<file path="src/rtl/rtc_shadow_bank.sv">
// Double-buffered RTC register capture: bus data phases land in a staging bank and are
// copied atomically to the visible bank at end of burst. Optional macro: RTC_SHADOW_BCD_CHECK_EN.
module rtc_shadow_bank #(
  parameter int unsigned       DATA_W = 8,
  parameter int unsigned       ADDR_W = 8,
  parameter int unsigned       NREG_A = 8,
  parameter logic [ADDR_W-1:0] BASE_A = ADDR_W'('h21),
  parameter int unsigned       NREG_B = 3,
  parameter logic [ADDR_W-1:0] BASE_B = ADDR_W'('h41)
) (
  input  logic                              clk,
  input  logic                              reset,
  input  logic [ADDR_W-1:0]                 address,
  input  logic [DATA_W-1:0]                 data_vga,
  input  logic                              AoD,
  input  logic                              wr_valid,
  input  logic                              burst_end,
  output logic [(NREG_A+NREG_B)*DATA_W-1:0] datos,
  output logic [NREG_A+NREG_B-1:0]          dirty,
  output logic                              commit_pulse,
  output logic                              busy,
  output logic                              bcd_err
);

  localparam int unsigned NREG  = NREG_A + NREG_B;
  localparam int unsigned OFF_W = ADDR_W + 1;

  localparam logic [1:0] S_IDLE    = 2'd0;
  localparam logic [1:0] S_COLLECT = 2'd1;
  localparam logic [1:0] S_COMMIT  = 2'd2;

  logic [1:0]      state_q, state_d;
  logic [NREG-1:0] dirty_q, dirty_d;
  logic            commit_pulse_q, commit_pulse_d;
  logic            busy_q, busy_d;

  logic [OFF_W-1:0] off_a, off_b;
  logic             in_a, in_b, data_hit, bcd_ok, wr_acc;
  logic [NREG-1:0]  wr_sel;

  // Window decode; the extra top bit catches addresses below the window base.
  always_comb begin
    off_a    = {1'b0, address} - {1'b0, BASE_A};
    off_b    = {1'b0, address} - {1'b0, BASE_B};
    in_a     = !off_a[OFF_W-1] && (off_a < OFF_W'(NREG_A));
    in_b     = !off_b[OFF_W-1] && (off_b < OFF_W'(NREG_B));
    data_hit = wr_valid && !AoD && (in_a || in_b);
    wr_acc   = data_hit && bcd_ok;
  end

  for (genvar g = 0; g < NREG_A; g++) begin : g_sel_a
    assign wr_sel[g] = in_a && (off_a == OFF_W'(g));
  end

  // Window A has priority where the two windows overlap.
  for (genvar g = 0; g < NREG_B; g++) begin : g_sel_b
    assign wr_sel[NREG_A+g] = !in_a && in_b && (off_b == OFF_W'(g));
  end

`ifdef RTC_SHADOW_BCD_CHECK_EN
  localparam int unsigned NNIB = DATA_W / 4;

  logic [NNIB-1:0] nib_bad;
  logic            bcd_err_q, bcd_err_d;

  for (genvar g = 0; g < NNIB; g++) begin : g_nib
    assign nib_bad[g] = data_vga[4*g +: 4] > 4'd9;
  end

  always_comb begin
    bcd_ok    = ~|nib_bad;
    bcd_err_d = bcd_err_q | (data_hit && !bcd_ok);
  end

  always_ff @(posedge clk or posedge reset) begin
    if (reset) begin
      bcd_err_q <= 1'b0;
    end else begin
      bcd_err_q <= bcd_err_d;
    end
  end

  assign bcd_err = bcd_err_q;
`else
  assign bcd_ok  = 1'b1;
  assign bcd_err = 1'b0;
`endif

  // Next-state, dirty tracking and registered status outputs.
  always_comb begin
    state_d        = state_q;
    dirty_d        = dirty_q;
    commit_pulse_d = 1'b0;
    busy_d         = 1'b0;

    case (state_q)
      S_IDLE: begin
        if (wr_acc) begin
          state_d = burst_end ? S_COMMIT : S_COLLECT;
        end
      end
      S_COLLECT: begin
        if (burst_end) begin
          state_d = S_COMMIT;
        end
      end
      S_COMMIT: begin
        dirty_d        = '0;
        commit_pulse_d = 1'b1;
        state_d        = wr_acc ? S_COLLECT : S_IDLE;
      end
      default: state_d = S_IDLE;
    endcase

    // A write in the commit cycle re-marks its entry after the clear.
    if (wr_acc) begin
      dirty_d = dirty_d | wr_sel;
    end

    busy_d = (state_d == S_COMMIT);
  end

  always_ff @(posedge clk or posedge reset) begin
    if (reset) begin
      state_q        <= S_IDLE;
      dirty_q        <= '0;
      commit_pulse_q <= 1'b0;
      busy_q         <= 1'b0;
    end else begin
      state_q        <= state_d;
      dirty_q        <= dirty_d;
      commit_pulse_q <= commit_pulse_d;
      busy_q         <= busy_d;
    end
  end

  // Per-entry staging and visible registers; commit copies the pre-edge staging value.
  for (genvar g = 0; g < NREG; g++) begin : g_ent
    logic [DATA_W-1:0] stg_q, stg_d;
    logic [DATA_W-1:0] vis_q, vis_d;

    always_comb begin
      stg_d = stg_q;
      vis_d = vis_q;
      if (wr_acc && wr_sel[g]) begin
        stg_d = data_vga;
      end
      if ((state_q == S_COMMIT) && dirty_q[g]) begin
        vis_d = stg_q;
      end
    end

    always_ff @(posedge clk or posedge reset) begin
      if (reset) begin
        stg_q <= '0;
        vis_q <= '0;
      end else begin
        stg_q <= stg_d;
        vis_q <= vis_d;
      end
    end

    assign datos[g*DATA_W +: DATA_W] = vis_q;
  end

  assign dirty        = dirty_q;
  assign commit_pulse = commit_pulse_q;
  assign busy         = busy_q;

endmodule

</file>
<file path="config.mk">
export PLATFORM = sky130hd
export DESIGN_NAME = rtc_shadow_bank
export DESIGN_NICKNAME = d
export VERILOG_FILES = /design/src/rtl/rtc_shadow_bank.sv
export SDC_FILE = /design/constraint.sdc
export NUM_CORES = 1
export LEC_CHECK = 0
export CORE_UTILIZATION = 53
export CTS_CLUSTER_DIAMETER = 120
export CTS_CLUSTER_SIZE = 28
export DETAILED_ROUTE_END_ITERATION = 16
export GPL_ROUTABILITY_DRIVEN = 1
export GPL_TIMING_DRIVEN = 0
export PLACE_DENSITY = 0.83
export RECOVER_POWER = 100
export SLEW_MARGIN = 10
export SYNTH_ARGS = -nofsm -noshare
export SYNTH_HDL_FRONTEND = slang
export SYNTH_SLANG_ARGS = --single-unit
</file>
<file path="constraint.sdc">
create_clock -name clk -period 6.4 [get_ports clk]
set_clock_uncertainty 0.15 [all_clocks]
set_input_delay 0.64 -clock clk [delete_from_list [all_inputs] [get_ports clk]]
set_output_delay 0.64 -clock clk [all_outputs]
set_load 0.005 [all_outputs]
</file>
==> summary.md <==
| Metric | Value |
|---|---|
| Status | complete, but fails checks |
| Violations in the final reports | capacitance limit, slew limit |
| Worst R2R Setup Slack | 4.05 ns |
| Max-slew violations | 104 |
| Clock Tree Root | clkbuf_16 |
| Row cnt | 43 |
| Hold Buf Count CTS | 0 |
| Slowest stage cell, crit path | o21ai_0 |
| Vias in the first global route | 4621 |
| Max Freq | between 0.2 and 0.25 GHz |
| Max Cap Viol | 2 |
| Number of synthesized flops with an enable pin | 0 |
| Max stage delay on crit path | about 1.5 ns |
| Layout cells sized above 1 | 0.354 |
| Slew headroom | -1.68 |
| Syn Std Cell Area | between 7000 and 8000 µm² |
| Overflow after GRT | 0 |
| Top FF cell, synth | dfrtp_1 |
| CTS resizes | 0 |
| Synth warn | 0 |
| Remaining antenna violation count after routing | 0 |
| Hold EP | g_ent[10].vis_q[3]$_DFFE_PP0P_ |
| HP Class | flip-flop to flip-flop |
| R2r startpoint | state_q[0]$_DFF_PP0_ |
| Worst vdd ir | roughly 0.16 mV |
| N_diodes | 0 |
| Leak pwr | slightly above 5 nW |
| Worst path top cell family by delay | compound AO/OA/AOI/OAI gates |
| Register area | about 4800 µm² |
| First-pass GRT wire length | around 25 mm |
| Multi-input gate area | around 2600 µm² |
| Routed via count | between 4000 and 5000 |
| Area grow syn2layout | 26.7% |
| Setup tns final | 0 ns |
| Required time of the critical path | between 6 and 7 ns |
| Crit Path Max Fanout | 9 |
| CP Data Arrival Time | 4.89 ns |
| Utilization after layout | 0.690 |
| Fraction of registers with async set/reset | 1.00 |
| Worst Tran Pin Value | ~4 ns |
| Starting Density | 0.545 |
| Routed len/inst | about 19 µm |
| Pin count of the biggest net entering global routing | 99 |
| Seq/Total Area, Yosys | 0.630 |
| CTS Buf Count | 17 |
| Most common cell after layout, fill and taps aside | dfrtp_1 |
| Min Tclk post-route | 4.73 ns |
| Drt initial violations | 207 |
| RSZ-0062 raised after global routing | false |
| Critical path class | input pin to flip-flop |
| Nets@finish | approximately 640 |
| Met3 usage | 0.0684 |
| Synth unique cells | 39 |
| Clock sink count | between 150 and 200 |
| M1 GR Usage | 0.294 |
| Worst r2r path cells | 6 |
| Final setup violation count | 0 |
| GR peak layer | met2 |
| Skew-Pair Late Insertion Delay | ~0.43 ns |
| Final Hold Fails | 0 |
| Drt pass-1 iters | 4 |
| GRT met2 Usage | 0.371 |
| Critical path buffers and inverters | 1 |
| Chip Height | 122 µm |
| WL final | 15.5 mm |
| Commonest non-fill, non-tap cells in the layout | dfrtp_1 (191), mux2_2 (175), dlygate4sd3_1 (110) |
| Total GRT Usage | 0.230 |
| Clock slew at reported path FFs | 0.07 ns |
| Synth Area per Inst | ~16 µm² |
| Hold Slack | 0.347 ns |
| Clock Path Buffers | 2 |
| Port bufs | 120 |
| DRC | 0 |
| Die W | 122 µm |
| Post-synthesis net count | about 500 |
| CTS H-tree depth | 4 |
| Setup Buffers After CTS | 0 |
| CP endpoint kind | flip-flop |
| Worst setup SP type | input pin |
| Initial antenna violation count | 0 |
| #FFs+latches synth | 191 |
| Final RePlAce weighted congestion | ~0.87 |
| Final Cycle Share | 0.739 |
| Via density per instance | ~5.5 |
| PD cells | 256 nW/µm² |
| Depth of the worst hold-timing path | 1 |
| Fillers | 944 |
| CTS tree | done |
| IO Pins | roughly 120 |
| Worst hold start | g_ent[10].vis_q[3]$_DFFE_PP0P_ |
| Total power | about 2.5 mW |
| Critical R2R Capture | g_ent[0].vis_q[0]$_DFFE_PP0P_ |
| Die area | between 10000 and 15000 µm² |
| Core Region | 13900 µm² |
| Cells along the critical path | clkdlybuf4s50_1 > o31a_1 > or4_1 > o21ai_0 > o2111ai_1 > mux2_2 |
| Mapped Cells | ~480 |
| Dpl hpwl | 10.6 mm |
-- synth_stat cells (2+ instances only) --
master,n,area share
inv_1,7,0.0035
nand2_1,38,0.019
nor2_1,3,0.0015
mux2_2,176,0.26
clkbuf_1,2,0.00099
dfrtp_1,191,0.63
nand4b_1,3,0.0035
ha_1,4,0.0066
o21ai_0,3,0.0020
o2111ai_4,7,0.024
a31oi_1,3,0.0025
dlygate4sd3_1,8,0.011
o211ai_1,3,0.0030
buf_6,3,0.0044
a21oi_1,2,0.0013
-- report_power, final --
group	internal, mW	switching [mW]
logic	0.0671	0.0800
registers	1.24	0.0217
clock network	0.610	0.442
-- kinds of logic after synthesis --
group | share of synthesized area
adder cells (fa/ha/maj) | 0.00659
buffers and inverters | 0.0204
AND/OR/NAND/NOR | 0.0364
multiplexers | 0.261
AO/OA/AOI/OAI | 0.0442
other | 0.000494
flip-flops | 0.630
XOR/XNOR | 0.00115
-- registers in the layout, summed over array words and instances, names as in the netlist --
name and cells:
dirty 11, busy 1, g_ent.vis_q 88, commit_pulse 1, state_q 2, g_ent.stg_q 88
-- cell type report --
cell class | instances | share of cell area
multi-input cells | 265 | 0.273
inverters | 7 | 0.00286
flip-flops and latches | 191 | 0.497
clock inverters | 11 | 0.0134
plain buffers | 14 | 0.0134
clock buffers | 21 | 0.0489
repair buffers | 121 | 0.128
well taps | 180 | 0.0234
-- worst max path at each step --
| stage | startpoint | endpoint | slack, ns | cells after the start |
|---|---|---|---|---|
| 6_report | address[1] | g_ent[5].stg_q[7]$_DFFE_PP0P_ | 1.67 | 6 |
| 5_1_grt | address[1] | g_ent[5].stg_q[4]$_DFFE_PP0P_ | 1.40 | 6 |
| 4_1_cts | address[0] | g_ent[10].stg_q[5]$_DFFE_PP0P_ | 2.93 | 8 |
| 3_5_place_dp | address[0] | g_ent[10].stg_q[5]$_DFFE_PP0P_ | 2.47 | 8 |
| 3_3_place_gp | reset | g_ent[1].stg_q[3]$_DFFE_PP0P_ | -1.37 | 2 |
| 2_1_floorplan | reset | busy$_DFF_PP0_ | 0.41 | 1 |
-- through the flow --
step / setup slack [ns] / area (µm²) / instances
final: 1.67 / 9620 / 810
after global routing: 1.40 / 9620 / 810
after CTS: 2.93 / 9650 / 810
after detailed placement: 2.47 / 9050 / 778
after global placement: -1.37 / 9020 / 777
after floorplan: 0.411 / 7590 / 477
-- metal layers --
| layer | vias to the layer above | wire [µm] |
|---|---|---|
| met4 | 0 | 242 |
| met1 | 2280 | 6670 |
| met3 | 20 | 955 |
| met2 | 138 | 7640 |
| met5 | - | 0 |
| li1 | 1983 | - |
No activity file was read; power rests on OpenSTA's default activity.
